<file path="src/rtl/gait_sequencer.sv">
// gait_sequencer - multi-joint gait engine for the biped.
//
// Holds a writable table of joint-angle poses and steps through them in order.
// Every joint slews toward its target in the active pose by 1 degree per
// prescaler tick. A pose advances only once all joints have arrived and the
// pose's optional foot-contact gate is satisfied. One servo PWM per joint.
//
// Optional feature macro: GAIT_CYCLE_TIMER_EN adds the cycle_clks output, which
// reports the clock count of the last complete gait cycle.
//
// Ports:
//   clk        system clock, all logic on its rising edge
//   reset      synchronous, active-high
//   start      level; run the sequence while high, finish slew and hold when low
//   step_div   clocks per 1 degree slew step (0 behaves as 1)
//   seq_len    number of active poses, sampled when entering ADVANCE
//   fsr        foot-contact flag (already synchronised), only looked at in GATE
//   tbl_we     table write strobe
//   tbl_pose   pose index to write
//   tbl_joint  joint index to write
//   tbl_angle  angle to write, clamped to 180
//   tbl_gate   pose gate bit, written together with joint 0
//   pwm        one servo pulse per joint
//   cur_pose   pose currently targeted
//   all_done   every joint is at its target (combinational)
//   busy       sequencer FSM not idle
//   cycle_clks clocks per full gait cycle (GAIT_CYCLE_TIMER_EN only)
module gait_sequencer #(
  parameter int NUM_JOINTS  = 6,
  parameter int NUM_POSES   = 8,
  parameter int ANGLE_W     = 8,
  parameter int HOME_ANGLE  = 90,
  parameter int PERIOD_CLKS = 1000000,
  parameter int PULSE_MIN   = 25000,
  parameter int PULSE_MAX   = 125000,
  localparam int PW = $clog2(NUM_POSES),
  localparam int JW = (NUM_JOINTS > 1) ? $clog2(NUM_JOINTS) : 1
) (
  input  logic                  clk,
  input  logic                  reset,
  input  logic                  start,
  input  logic [23:0]           step_div,
  input  logic [PW:0]           seq_len,
  input  logic                  fsr,
  input  logic                  tbl_we,
  input  logic [PW-1:0]         tbl_pose,
  input  logic [JW-1:0]         tbl_joint,
  input  logic [ANGLE_W-1:0]    tbl_angle,
  input  logic                  tbl_gate,
  output logic [NUM_JOINTS-1:0] pwm,
  output logic [PW-1:0]         cur_pose,
  output logic                  all_done,
  output logic                  busy
`ifdef GAIT_CYCLE_TIMER_EN
  ,
  output logic [31:0]           cycle_clks
`endif
);

  localparam int unsigned PULSE_STEP = (PULSE_MAX - PULSE_MIN) / 180;

  typedef enum logic [1:0] {IDLE, MOVE, GATE, ADVANCE} state_t;

  // Angles above the servo range are stored as the 180 degree end stop.
  function automatic logic [ANGLE_W-1:0] clamp_angle(input logic [ANGLE_W-1:0] a);
    if (32'(a) > 32'd180) begin
      return ANGLE_W'(180);
    end else begin
      return a;
    end
  endfunction

  // Pulse high time for a given angle, 32-bit unsigned arithmetic.
  function automatic logic [31:0] angle_to_width(input logic [ANGLE_W-1:0] a);
    return 32'(PULSE_MIN) + 32'(a) * 32'(PULSE_STEP);
  endfunction

  logic [ANGLE_W-1:0] tbl_r    [NUM_POSES][NUM_JOINTS];
  logic [NUM_POSES-1:0] gate_r;
  logic [ANGLE_W-1:0] ang_r    [NUM_JOINTS];
  logic [ANGLE_W-1:0] target_s [NUM_JOINTS];
  logic [31:0]        width_s  [NUM_JOINTS];
  logic [31:0]        width_r  [NUM_JOINTS];
  logic [NUM_JOINTS-1:0] pwm_r;
  logic [23:0]        pre_r;
  logic [23:0]        div_s;
  logic               tick_s;
  logic               all_done_s;
  state_t             state_r;
  state_t             state_n;
  logic [PW-1:0]      cur_pose_r;
  logic [PW-1:0]      nxt_pose_r;
  logic [PW:0]        inc_s;
  logic               wrap_s;
  logic               busy_r;
  logic [31:0]        frame_r;

  assign pwm      = pwm_r;
  assign cur_pose = cur_pose_r;
  assign all_done = all_done_s;
  assign busy     = busy_r;

  // Pose table: reset to home, writable at any time; out-of-range joints ignored.
  always_ff @(posedge clk) begin
    if (reset) begin
      for (int p = 0; p < NUM_POSES; p++) begin
        for (int j = 0; j < NUM_JOINTS; j++) begin
          tbl_r[p][j] <= ANGLE_W'(HOME_ANGLE);
        end
      end
      gate_r <= '0;
    end else if (tbl_we && (32'(tbl_joint) < 32'(NUM_JOINTS))) begin
      tbl_r[tbl_pose][tbl_joint] <= clamp_angle(tbl_angle);
      if (tbl_joint == JW'(0)) begin
        gate_r[tbl_pose] <= tbl_gate;
      end
    end
  end

  // Active targets, per-joint PWM widths and the arrival flag.
  always_comb begin
    all_done_s = 1'b1;
    for (int j = 0; j < NUM_JOINTS; j++) begin
      target_s[j] = tbl_r[cur_pose_r][j];
      width_s[j]  = angle_to_width(ang_r[j]);
      if (ang_r[j] != target_s[j]) begin
        all_done_s = 1'b0;
      end else begin
        all_done_s = all_done_s;
      end
    end
  end

  // A zero divider would never tick, so it behaves as a divider of one.
  always_comb begin
    div_s  = (step_div == 24'd0) ? 24'd1 : step_div;
    tick_s = (pre_r >= (div_s - 24'd1));
  end

  // Shared slew prescaler; >= keeps it from running away if step_div shrinks.
  always_ff @(posedge clk) begin
    if (reset) begin
      pre_r <= 24'd0;
    end else if (tick_s) begin
      pre_r <= 24'd0;
    end else begin
      pre_r <= pre_r + 24'd1;
    end
  end

  // Joint angles step one degree toward their targets on each tick.
  always_ff @(posedge clk) begin
    if (reset) begin
      for (int j = 0; j < NUM_JOINTS; j++) begin
        ang_r[j] <= ANGLE_W'(HOME_ANGLE);
      end
    end else if (tick_s) begin
      for (int j = 0; j < NUM_JOINTS; j++) begin
        if (ang_r[j] < target_s[j]) begin
          ang_r[j] <= ang_r[j] + ANGLE_W'(1);
        end else if (ang_r[j] > target_s[j]) begin
          ang_r[j] <= ang_r[j] - ANGLE_W'(1);
        end
      end
    end
  end

  // Sequencer state register.
  always_ff @(posedge clk) begin
    if (reset) begin
      state_r <= IDLE;
    end else begin
      state_r <= state_n;
    end
  end

  // Sequencer next state; dropping start only takes effect once in GATE,
  // so an in-flight slew always completes.
  always_comb begin
    state_n = state_r;
    inc_s   = {1'b0, cur_pose_r} + (PW+1)'(1);
    wrap_s  = (inc_s >= seq_len);
    case (state_r)
      IDLE: begin
        if (start) begin
          state_n = MOVE;
        end else begin
          state_n = IDLE;
        end
      end
      MOVE: begin
        if (all_done_s) begin
          state_n = GATE;
        end else begin
          state_n = MOVE;
        end
      end
      GATE: begin
        if (!start) begin
          state_n = IDLE;
        end else if (!gate_r[cur_pose_r] || fsr) begin
          state_n = ADVANCE;
        end else begin
          state_n = GATE;
        end
      end
      ADVANCE: state_n = MOVE;
      default: state_n = IDLE;
    endcase
  end

  // Next pose is resolved on entry to ADVANCE (that is when seq_len counts)
  // and becomes the active pose on the edge leaving ADVANCE. An interrupted
  // sequence parks on its current pose.
  always_ff @(posedge clk) begin
    if (reset) begin
      cur_pose_r <= '0;
      nxt_pose_r <= '0;
      busy_r     <= 1'b0;
    end else begin
      if ((state_r == GATE) && (state_n == ADVANCE)) begin
        nxt_pose_r <= wrap_s ? '0 : inc_s[PW-1:0];
      end
      if (state_r == ADVANCE) begin
        cur_pose_r <= nxt_pose_r;
      end
      busy_r <= (state_n != IDLE);
    end
  end

  // Shared PWM frame counter.
  always_ff @(posedge clk) begin
    if (reset) begin
      frame_r <= 32'd0;
    end else if (frame_r >= 32'(PERIOD_CLKS - 1)) begin
      frame_r <= 32'd0;
    end else begin
      frame_r <= frame_r + 32'd1;
    end
  end

  // Widths latch at frame start so a pulse never changes mid-frame; at count 0
  // the fresh width is used directly so the pulse covers counts 0..width-1.
  always_ff @(posedge clk) begin
    if (reset) begin
      for (int j = 0; j < NUM_JOINTS; j++) begin
        width_r[j] <= 32'd0;
      end
      pwm_r <= '0;
    end else begin
      for (int j = 0; j < NUM_JOINTS; j++) begin
        if (frame_r == 32'd0) begin
          width_r[j] <= width_s[j];
          pwm_r[j]   <= (width_s[j] != 32'd0);
        end else begin
          pwm_r[j]   <= (frame_r < width_r[j]);
        end
      end
    end
  end

`ifdef GAIT_CYCLE_TIMER_EN
  logic [31:0] cyc_cnt_r;
  logic [31:0] cycle_clks_r;

  assign cycle_clks = cycle_clks_r;

  // Gait cycle timer: an ADVANCE landing on pose 0 closes one cycle.
  always_ff @(posedge clk) begin
    if (reset) begin
      cyc_cnt_r    <= 32'd0;
      cycle_clks_r <= 32'd0;
    end else if ((state_r == ADVANCE) && (nxt_pose_r == '0)) begin
      cycle_clks_r <= cyc_cnt_r;
      cyc_cnt_r    <= 32'd0;
    end else if (cyc_cnt_r != 32'hFFFF_FFFF) begin
      cyc_cnt_r    <= cyc_cnt_r + 32'd1;
    end
  end
`endif

endmodule
</file>
<file path="config.mk">
export PLATFORM = sky130hd
export DESIGN_NAME = gait_sequencer
export DESIGN_NICKNAME = d
export VERILOG_FILES = /design/src/rtl/gait_sequencer.sv
export SDC_FILE = /design/constraint.sdc
export NUM_CORES = 2
export LEC_CHECK = 0
export BUFFER_PORTS_ARGS = -buffer_cell sky130_fd_sc_hd__buf_2
export CAP_MARGIN = 20
export CORE_AREA = 4 4 247 249
export DETAILED_ROUTE_END_ITERATION = 8
export DIE_AREA = 0 0 251 253
export GPL_ROUTABILITY_DRIVEN = 0
export PLACE_DENSITY = 0.95
export SYNTH_ARGS = -nofsm -noshare
export SYNTH_HDL_FRONTEND = slang
export SYNTH_SLANG_ARGS = --single-unit
</file>
<file path="constraint.sdc">
create_clock -name clk -period 9.5 [get_ports clk]
set_input_delay 0.95 -clock clk [delete_from_list [all_inputs] [get_ports clk]]
set_output_delay 0.95 -clock clk [all_outputs]
set_load 0.05 [all_outputs]
</file>
==> flow_summary.ini <==
[placement]
io_buffers = 58
dp_hpwl_um = 69600

[grt]
grtUsageMet3_pct = 6.28
grt_usage_pct = 32.5
use_met1_pct = 39.7
overflow = 0
antenna_found_initial = 0
grt_pass1_wl_um = 164000
grt_max_degree = 76
busiest_layer = met2
grt_pass1_vias = 30500
use_met2_pct = 55.1

[layout]
final_util_pct = 74.7
areaGrowthSynthToFinish_pct = 7.82
drive_gt1_share_pct = 9.26
diodes = 0
nNetsFinal = 4299

[route]
routedWlPerCell_um = 23.4
drt_first_pass_iters = 7
vias_per_cell = 6.68
vias = 30000
drc = 0
wirelength_um = 105000
antenna_left = 0
drtIter0Drc = 3576

[sta]
setup_violations = 0
worst_slew_pin_slew_ps = 1150
fin_setup_tns_ps = 0
fmax_mhz = 130
fin_crit_ps = 7700
finalHoldViolCount = 0
maxSlewHeadroom_pct = 22.9
fin_crit_sh_pct = 81.1
maxSlewViolCount = 0
rsz0062_at_grt = no
worst_clock_skew_ps = 43.7

[yosys]
synth_top_area_share_pct = 40.3
ys_seq_elements = 628
ys_warn_count = 0
async_reset_ff_share_pct = 0
synthMuxAreaShare_pct = 6.98
synth-edff-count = 546
synthSimpleGateAreaFrac_pct = 14.5
synth_compound_area_share_pct = 7.18
synth_top_area_cell = edfxtp_1
synth_top_family_by_area = adder cells
synth_ff_type = edfxtp_1
synth_area_mm2 = 0.0407
synth_cells = 3643
yosysUniqueCellTypes = 87
synth.yosys.seq_area_share_pct = 44.4
ys_top_cells_by_area = edfxtp_1 40%, ha_1 15%, mux4_2 5.4%
synth-xor-area-share_pct = 3.47
synthAdderAreaFrac_pct = 19.4
avgSynthCellArea_um2 = 11.2

[clock_tree]
cts_root_buffer = clkbuf_16
cts_tree = yes
clock_latency_ps = 680
cts_hold_buf = 0
cts_sinks = 628
numCtsBuffers = 61
cts-resized-gates = 0
htree_levels = 2
clk_pin_slew_worst_paths_ps = 70
post_cts_buffers = 0
cts_buffer_depth = 3

[setup_path]
reg2reg_to = ang_r[3][7]$_SDFFCE_PN0P_
slowest_stage = a31oi_4
critPathMaxFanout = 25
critPathArrivalTime_ps = 8200
critPathCaptureType = flop
rrSetupSlack_ps = 3320
crit_type = input pin to flop
crit_start = step_div[2]
crit_end = ang_r[3][7]$_SDFFCE_PN0P_
cpPeakStageDelay_ps = 680
worstPathRequired_ps = 9990
critPathLaunchType = input pin
r2r_cells = 21

[pwr]
pwr-share-clk_pct = 38.2
combPwrFrac_pct = 14.2
p_sw_share_pct = 26.5
leakagePower_nw = 17.7
p_int_mw = 4.88
p_seq_share_pct = 47.6
ir_drop_v = 0.000174
p_per_area_mw_per_mm2 = 151
p_sw_mw = 1.76

[die]
die_area_mm2 = 0.0635
initial_core_util_pct = 69.3
fp.dieH_um = 253
io_pins = 59
design.core.area_mm2 = 0.0587
dieWidth_um = 251
rows = 89

[job]
max-cap-violations = 0

[status]
status = finished clean

[worst_hold_path]
min_path_type = flop to flop
[layout make-up]
| class | count | area [um2] |
|---|---|---|
| multi-input cells | 2597 | 21100 |
| flip-flops and latches | 628 | 18000 |
| fillers | 3224 | 14800 |
| clock buffers | 69 | 1580 |
| inverters | 301 | 1130 |
| well taps | 773 | 967 |
| repair buffers | 85 | 547 |
| clock inverters | 46 | 497 |
[layout by cell type (no fill, tap or decap), drive strengths merged, types with 9 or more instances in the layout]
master     n
nand2b    67
a211oi    27
o21bai    16
or4       10
dfxtp     82
fa        89
mux4      98
a31oi     13
nand2    363
mux2i     53
a21oi    108
or2       18
nor2     412
nand3     50
inv      302
xnor2     98
edfxtp   546
conb      12
buf       85
a2111oi   10
nor3      45
nor3b     11
o31ai      9
ha       488
o22ai     10
and2      63
nor2b     30
xor2      63
o21a      29
clkinv    32
a32oi     10
or3       12
o21ai     83
and3      63
nand4     45
nor4      30
clkbuf    69
mux2       9
a21o      65
[how the worst min path moves through the flow]
stage | startpoint | to | slack (ps) | cells after the start
final | nxt_pose_r[1]$_SDFFE_PP0P_ | nxt_pose_r[1]$_SDFFE_PP0P_ | 480 | 2
after global placement | nxt_pose_r[1]$_SDFFE_PP0P_ | nxt_pose_r[1]$_SDFFE_PP0P_ | 440 | 2
after CTS | nxt_pose_r[1]$_SDFFE_PP0P_ | nxt_pose_r[1]$_SDFFE_PP0P_ | 470 | 2
after detailed placement | nxt_pose_r[2]$_SDFFE_PP0P_ | nxt_pose_r[2]$_SDFFE_PP0P_ | 450 | 2
after global routing | nxt_pose_r[1]$_SDFFE_PP0P_ | nxt_pose_r[1]$_SDFFE_PP0P_ | 500 | 2
after floorplan | nxt_pose_r[2]$_SDFFE_PP0P_ | nxt_pose_r[2]$_SDFFE_PP0P_ | 430 | 2
[worst max-delay path: cells and delay by family]
kind / cells / cell delay [ps]
xor+xnor: 2 / 290
simple gates: 14 / 3630
fa+ha+maj: 3 / 840
compound gates: 7 / 1950
buf+inv: 3 / 530
[synth_stat cells (all sizes together) (7+ instances only)]
master,n
o211ai,8
a211o,8
or3,12
edfxtp,546
o21ai,83
nand3b,7
inv,301
xnor2,98
and3,63
o22ai,10
a21o,65
a2111oi,10
nand2b,67
and2,63
or4,10
o31ai,9
mux2i,53
nor3,45
o21a,29
a32oi,10
mux2,9
a211oi,27
nor2,412
dfxtp,82
clkbuf,100
nor3b,11
a31oi,13
xor2,63
mux4,98
nor4,30
nand3,50
nor2b,30
or2,18
nand2,363
fa,89
buf,28
nand4,45
o21bai,16
ha,488
a21oi,108
[layer usage]
metal	vias to the layer above	part of all wire (%)
li1	13100	-
met1	14200	35
met2	2242	48
met3	529	11
met4	2	6.2
met5	-	0.031
[flip-flops by register name, indices dropped and copies added (netlist names), named ones only]
name / cells
cur_pose: 3
pre_r: 24
frame_r: 32
tbl_r: 384
width_r: 114
nxt_pose_r: 3
pwm: 6
busy: 1
state_r: 2
ang_r: 48
gate_r: 8
[metrics by stage]
stage | instances | instance area, um2 | setup slack, ps | hold WS (ps) | power [mW]
final | 4499 | 43800 | 1800 | 476 | 6.64
after global placement | 4378 | 41700 | 1910 | 444 | 4.03
after CTS | 4493 | 43700 | 2050 | 473 | 6.59
after floorplan | 3654 | 40700 | 2850 | 432 | 3.85
after global routing | 4499 | 43800 | 1420 | 504 | 6.82
after detailed placement | 4378 | 41700 | 1560 | 449 | 4.10
[cells by family after synthesis]
family | Yosys count
flops | 628
mux | 160
simple gates | 1247
other cells | 1
xor+xnor | 161
buf+inv | 429
fa+ha+maj | 577
compound gates | 440
[power groups by stage]
stage | combinational, mW | sequential (mW) | clock (mW)
final | 0.942 | 3.16 | 2.54
after detailed placement | 0.893 | 3.21 | 0
after floorplan | 0.665 | 3.18 | 0
after CTS | 0.916 | 3.15 | 2.52
after global routing | 1.03 | 3.16 | 2.63
after global placement | 0.837 | 3.19 | 0
(Power assumes the default switching activity.)
